===== src/rtl/instruction_fetch_queue.sv =====
// Sequential instruction fetch with a DEPTH-entry queue toward the core and redirect/flush support.
// Optional IFQ_BYPASS_EN: forwards an ack word straight to the core when the queue is empty.
module instruction_fetch_queue #(
    parameter int unsigned DEPTH    = 4,
    parameter logic [31:0] RESET_PC = 32'h0000_0000
) (
    input  logic        clk,
    input  logic        reset,
    output logic        imem_req,
    output logic [31:0] imem_addr,
    input  logic        imem_ack,
    input  logic [31:0] imem_rdata,
    input  logic        redirect,
    input  logic [31:0] redirect_pc,
    output logic        instr_valid,
    input  logic        instr_ready,
    output logic [31:0] instruction,
    output logic [31:0] instr_pc
);

    localparam int unsigned AW = $clog2(DEPTH);
    localparam logic [AW:0] FULL = (AW + 1)'(DEPTH);

    typedef enum logic [1:0] {IDLE, WAIT, DROP} state_t;

    state_t      state, state_next;
    logic [31:0] fetch_pc, req_addr;
    logic [31:0] mem_instr [DEPTH];
    logic [31:0] mem_pc    [DEPTH];
    logic [AW-1:0] rd_ptr, wr_ptr, rd_next;
    logic [AW:0] count, count_after_pop, count_next;
    logic        out_valid;
    logic [31:0] out_instr, out_pc, head_instr, head_pc;
    logic        issue, landed, bypass, push, pop;

    always_ff @(posedge clk) begin
        if (reset) state <= IDLE;
        else       state <= state_next;
    end

    always_comb begin
        state_next = state;
        unique case (state)
            IDLE:    if (issue) state_next = WAIT;
            WAIT:    if (imem_ack) state_next = IDLE;
                     else if (redirect) state_next = DROP;
            DROP:    if (imem_ack) state_next = IDLE;
            default: state_next = IDLE;
        endcase
    end

    always_comb begin
        imem_req  = (state != IDLE);
        imem_addr = req_addr;
        issue     = (state == IDLE) && !redirect && (count < FULL);
        landed    = (state == WAIT) && imem_ack && !redirect;
`ifdef IFQ_BYPASS_EN
        bypass    = landed && (count == '0) && instr_ready;
`else
        bypass    = 1'b0;
`endif
        push        = landed && !bypass;
        pop         = out_valid && instr_ready;
        instr_valid = out_valid;
        instruction = out_instr;
        instr_pc    = out_pc;
        if (bypass) begin
            instr_valid = 1'b1;
            instruction = imem_rdata;
            instr_pc    = req_addr;
        end
    end

    // Next head: the word being pushed if the queue drains to empty this cycle, else the entry after pop.
    always_comb begin
        rd_next         = rd_ptr + AW'(pop);
        count_after_pop = count - (AW + 1)'(pop);
        count_next      = count_after_pop + (AW + 1)'(push);
        head_instr      = mem_instr[rd_next];
        head_pc         = mem_pc[rd_next];
        if ((count_after_pop == '0) && push) begin
            head_instr = imem_rdata;
            head_pc    = req_addr;
        end
    end

    always_ff @(posedge clk) begin
        if (push && !reset) begin
            mem_instr[wr_ptr] <= imem_rdata;
            mem_pc[wr_ptr]    <= req_addr;
        end
    end

    always_ff @(posedge clk) begin
        if (reset) begin
            fetch_pc  <= RESET_PC;
            req_addr  <= RESET_PC;
            rd_ptr    <= '0;
            wr_ptr    <= '0;
            count     <= '0;
            out_valid <= 1'b0;
            out_instr <= '0;
            out_pc    <= '0;
        end else begin
            if (issue) req_addr <= fetch_pc;
            if (redirect)    fetch_pc <= {redirect_pc[31:2], 2'b00};
            else if (landed) fetch_pc <= fetch_pc + 32'd4;
            if (redirect) begin
                rd_ptr    <= '0;
                wr_ptr    <= '0;
                count     <= '0;
                out_valid <= 1'b0;
            end else begin
                if (push) wr_ptr <= wr_ptr + AW'(1);
                rd_ptr    <= rd_next;
                count     <= count_next;
                out_valid <= (count_next != '0);
                if (count_next != '0) begin
                    out_instr <= head_instr;
                    out_pc    <= head_pc;
                end
            end
        end
    end

endmodule

===== config.mk =====
export PLATFORM = sky130hd
export DESIGN_NAME = instruction_fetch_queue
export DESIGN_NICKNAME = d
export VERILOG_FILES = /design/src/rtl/instruction_fetch_queue.sv
export SDC_FILE = /design/constraint.sdc
export NUM_CORES = 1
export LEC_CHECK = 0
export CORE_MARGIN = 2
export CORE_UTILIZATION = 55
export CTS_CLUSTER_DIAMETER = 150
export DETAILED_ROUTE_END_ITERATION = 10
export HOLD_SLACK_MARGIN = 0.12
export PLACE_DENSITY = 0.74
export SLEW_MARGIN = 15
export SYNTH_ARGS = -nofsm -noshare
export SYNTH_HDL_FRONTEND = slang
export SYNTH_SLANG_ARGS = --single-unit

===== constraint.sdc =====
create_clock -name clk -period 6.4 [get_ports clk]
set_input_delay 0.96 -clock clk [delete_from_list [all_inputs] [get_ports clk]]
set_output_delay 0.96 -clock clk [all_outputs]
set_load 0.02 [all_outputs]

# Word-level counts from Yosys, hierarchy flattened
# Memories as Yosys holds them, arrays and structs flattened.
# Index checks and enable logic that the tools add are counted.
[word_totals]
reg_bits = 138
ram_bits = 256
output_inout_bits = 98
mem_count = 2
input_bits = 69
word_cells = 52
[mem_list]
columns = ["memory", "depth", "width", "read_ports", "rd_ports_with_merged_regs", "write_ports", "line_no", "source"]
rows = [
  ["mem_instr", 4, 32, 1, 0, 1, "28", "logic [31:0] mem_instr [DEPTH];"],
  ["mem_pc", 4, 32, 1, 0, 1, "29", "logic [31:0] mem_pc [DEPTH];"],
]
[op_classes]
n_lt_le_gt_ge = 1
mux = 11
n_addsub = 5
n_eq_ne = 5
bitwise = 1
n_reduce_logical = 17
[op_table]
columns = ["operator", "count"]
rows = [
  ["$mux 32", 4],
  ["$add 32x3->32 const B", 1],
  ["$mux 2", 4],
  ["$logic_and 1x1->1", 7],
  ["$pmux 2 s3", 1],
  ["$ne 2x2->1 const B", 2],
  ["$reduce_bool 2->1", 2],
  ["$add 3x1->3", 1],
  ["$logic_not 3->1", 1],
  ["$lt 3x3->1 const B", 1],
  ["$ne 3x3->1 const B", 1],
  ["$reduce_and 3->1", 1],
  ["$reduce_bool 3->1", 1],
  ["$sub 3x1->3", 1],
  ["$add 2x1->2", 1],
  ["$add 2x1->2 const B", 1],
  ["$eq 2x1->1 const B", 1],
  ["$eq 2x2->1 const B", 1],
  ["$logic_not 1->1", 2],
  ["$logic_not 2->1", 1],
  ["$mux 1", 2],
  ["$reduce_and 2->1", 1],
  ["$reduce_or 2->1", 1],
  ["$not 1->1", 1],
]

# Longest topological paths before layout
[depth]
word_depth = 6
ltp_mapped = 10
mapped_depth_nobuf = 9

# Worst setup path before layout
# Ideal clock, no wire load.
[synth_timing]
path_type = "input port to flip-flop"
from = "input imem_ack"
to = "memory mem_instr[0][0], enable pin"
path_buffers = 1
slack_ns = 2.979
required_ns = 5.973
arrival_time_ns = 2.994
setup_time_ns = 0.427
path_stages = 3
path_cell_list = "and3b_1 clkbuf_1 and3_1"
[synth_between]
elab_chain_cells = 5
[synth_lines]
columns = ["element", "line_no", "source"]
rows = [
  ["start: declaration", "11", "input logic imem_ack,"],
  ["$logic_and 1x1->1 (2 in series)", "56", "landed = (state == WAIT) && imem_ack && !redirect;"],
  ["$logic_and 1x1->1", "88", "if (push && !reset) begin"],
  ["$mux 1", "88", ""],
  ["$mux 1 (implied by the code)", "89", "mem_instr[wr_ptr] <= imem_rdata;"],
  ["end: declaration", "28", ""],
]
# Every way passes these cells.

# Final worst setup path
[layout_timing]
from = "input redirect"
to = "register out_instr[23] (netlist: instruction[23])"
[layout_between]
elab_chain_cells = 5
elab_cells_between_ends = 8
cone_classes = "1 x add/sub; 1 x mux; 1 x bitwise; 5 x reduce/logical"
[layout_lines]
columns = ["element", "line_no", "source"]
rows = [
  ["start: declaration", "13", "input logic redirect,"],
  ["$logic_not 1->1 *", "56", ""],
  ["$logic_and 1x1->1 *", "56", ""],
  ["named net landed", "34", "logic issue, landed, bypass, push, pop;"],
  ["$add 3x1->3", "78", "count_next = count_after_pop + (AW + 1)'(push);"],
  ["$reduce_bool 3->1", "118", "if (count_next != '0) begin"],
  ["$reduce_and 2->1 (no line)", "n/a", ""],
  ["end signal: assignment", "119", "out_instr <= head_instr;"],
  ["end: declaration", "33", "logic [31:0] out_instr, out_pc, head_instr, head_pc;"],
]
# The timed path passes the listed nets; every way through them passes the cells marked *.
# A chain may end at the register's enable or synchronous reset.

==> flow_metrics.tcl <==
set metrics [dict create \
    ant_nets 0 \
    cp_max_fo 125 \
    firstDrtPassIters 5 \
    maxSlewViolCount 0 \
    yosysWarnings 0 \
    ioPinCount 167 \
    layoutNonFillerInstCount 1501 \
    finalWorstSetupSlack_ps 3090 \
    relSlewSlack 0.311 \
    initial_utilization 0.555 \
    clk_path_buf_depth 3 \
    hpwlAfterDp_mm 16.9 \
    min_period_ps 3310 \
    avgViaCountPerCell 5.67 \
    netlist.area_leader.share 0.502 \
    fp.dieH_um 168 \
    root_buffer "clkbuf_16" \
    gp_congestion 0.829 \
    dr_total_vias 8513 \
    synth.area.top_cells "edfxtp_1, dfxtp_1, mux4_2" \
    setup_tns_ps 0 \
    fmax_ghz 0.302 \
    grt_util_all_layers 0.213 \
    finalHoldViolCount 0 \
    finalSetupViolCount 0 \
    die_w_um 168 \
    hold_buffers 0 \
    drive_above_1_share 0.122 \
    synth.distinct_cells 39 \
    std_cell_rows 60 \
    clock_skew_ps 14.1 \
    cts_tree "done" \
    worstSkewPairLatency_ps 520 \
    end_kind "register" \
    vdd_drop_max_mv 0.159 \
    ys_seq_area_frac 0.680 \
    hp-class "reg2reg" \
    worst_slew_pin_slew_ps 1030 \
    synth_cells 985 \
    finalCritPeriodShare 0.517 \
    drtIter0Drc 591 \
    htreeDepth 2 \
    start_kind "input pin" \
    die-area_um2 28300 \
    pre_cts_ws_ps 2570 \
    syn-cell-area_um2 14800 \
    utilization 0.671 \
    postCtsSetupRepairBufs 0 \
    grt_pass1_vias 8667 \
    worstPathArrival_ps 3710 \
    path_class "in2reg" \
    drv_cap 0 \
    place_inst 1430 \
    numCtsBuffers 39 \
    fillers 1905 \
    core_area_um2 26700 \
    grt_pass1_wl_mm 47.2 \
    wl_per_cell_um 19.8 \
    cp.required_ps 6800 \
    drc 0 \
    post_cts_resized 0 \
    wirelength_mm 29.7 \
    synth.avg_cell_area_um2 15.1 \
    rsz0062_at_grt "false" \
    grt_max_degree 126 \
    power_density_nw_per_um2 292 \
    io_buffers 160 \
    diodes 0 \
    grt-ovfl-total 0 \
    cts.clk_slew.worst_paths_ps 60 \
    synth_top_area_cell "edfxtp_1" \
    cts_sinks 380 \
    leakage_nw 5.54 \
    antenna_found_initial 0 \
    syn_to_final_growth_pct 20.9 \
    status "finished clean" \
    synth-seq-cells 380 \
    nNetsFinal 1209 \
]
area by class of cell:
class                      instances  area, um^2  share of cell area
sequential                       380       10100               0.563
multi-input combinational        534        4460               0.249
timing repair buffer             168        1680              0.0939
clock buffer                      54        1110              0.0622
tap                              341         427              0.0238
clock inverter                    17         128             0.00712
inverter                           7        26.3             0.00147
logic make-up (layout without fill, tap and decap cells):
family	Yosys count	count (layout)	share of synthesized area
flip-flops	380	380	0.680
AND/OR/NAND/NOR	236	236	0.0731
multiplexers	128	128	0.139
AO/OA/AOI/OAI	126	126	0.0573
buffers and inverters	74	246	0.0245
XOR/XNOR	30	30	0.0177
adder cells (fa/ha/maj)	10	10	0.00843
other	1	4	0.000253
cells in the final DEF, fill, tap and decap left out, drive strengths merged, types with 3 or more instances in the layout:
cell type      Yosys  layout
clkinv             0      15
conb               1       4
nand3              7       7
nor2              98      98
o21ai              4       4
dfxtp            132     132
and2               8       8
a311oi             3       3
mux4              62      62
xnor2             12      12
nand2             76      76
ha                10      10
buf               32       9
edfxtp           248     248
and4               5       5
or3                5       5
a21oi             38      38
and3              10      10
inv                7       7
nor3               5       5
a211oi            80      80
clkdlybuf4s50      0     159
xor2              18      18
mux2i             66      66
clkbuf            35      54
nand4             12      12
where the power goes:
part,switching (mW),internal (mW)
Clock,0.876,1.30
Sequential,0.0497,2.66
Combinational,0.192,0.169
Total,1.12,4.13
registers in the layout, indices dropped and copies added, names as in the netlist, 3 cells and up:
| name | flops |
|---|---|
| instruction | 32 |
| mem_pc | 120 |
| imem_addr | 30 |
| fetch_pc | 30 |
| instr_pc | 30 |
| count | 3 |
| mem_instr | 128 |
synthesized netlist by cell type:
library cell	number
nor2b_1	1
dfxtp_1	132
nor4_1	1
xor2_1	18
and2_1	8
a2111oi_0	1
mux2i_1	66
buf_4	4
inv_1	7
a211oi_1	80
a21oi_1	37
or3_1	5
nand3b_1	1
nor3_2	2
a311oi_1	3
and2b_1	1
and4_1	5
o21ai_0	4
xnor2_1	12
nand3_1	7
and3b_1	1
buf_1	2
buf_6	6
clkbuf_1	35
edfxtp_1	248
nor4_4	1
ha_1	10
or2_2	2
nor3_1	3
nor2_1	98
nand4_1	12
nand2_1	76
nand3b_4	1
buf_2	20
nand4b_1	1
and3_1	10
conb_1	1
mux4_2	62
a21oi_2	1
layer usage:
layer | up-vias | global-route usage | part of all wire
met1 | 4206 | 0.287 | 0.43
li1 | 4037 | - | -
met5 | - | 0 | 0
met2 | 226 | 0.367 | 0.50
met4 | 0 | 0.0540 | 0.019
met3 | 44 | 0.0327 | 0.051
worst max-delay path, stage by stage:
cell             delay [ps]
clkdlybuf4s50_1         900
nor2_1                  130
ha_1                    230
ha_1                    190
xnor2_1                 180
a21oi_4                 190
buf_12                  450
nor2_1                  110
a211oi_1                270
final timing paths:
| path | startpoint | to | slack [ps] | cells past startpoint |
|---|---|---|---|---|
| setup / recovery | redirect | instruction[23]$_SDFFE_PP0P_ | 3090 | 9 |
| setup reg to reg | instr_valid$_SDFF_PP0_ | instruction[23]$_SDFFE_PP0P_ | 3650 | 7 |
| hold / removal | fetch_pc[30]$_SDFFE_PP0P_ | imem_addr[30]$_SDFFE_PP0P_ | 480 | 2 |
| hold reg to reg | fetch_pc[30]$_SDFFE_PP0P_ | imem_addr[30]$_SDFFE_PP0P_ | 480 | 2 |
per-stage QoR:
| step | power [mW] | instance area, um^2 | hold slack [ps] |
|---|---|---|---|
| after floorplan | 2.95 | 14800 | 444 |
| after global placement | 3.12 | 16700 | 469 |
| after detailed placement | 3.13 | 16700 | 469 |
| after CTS | 5.29 | 17900 | 481 |
| after global routing | 5.42 | 17900 | 502 |
| final | 5.24 | 17900 | 481 |
Power figures use the tool's default switching activity.
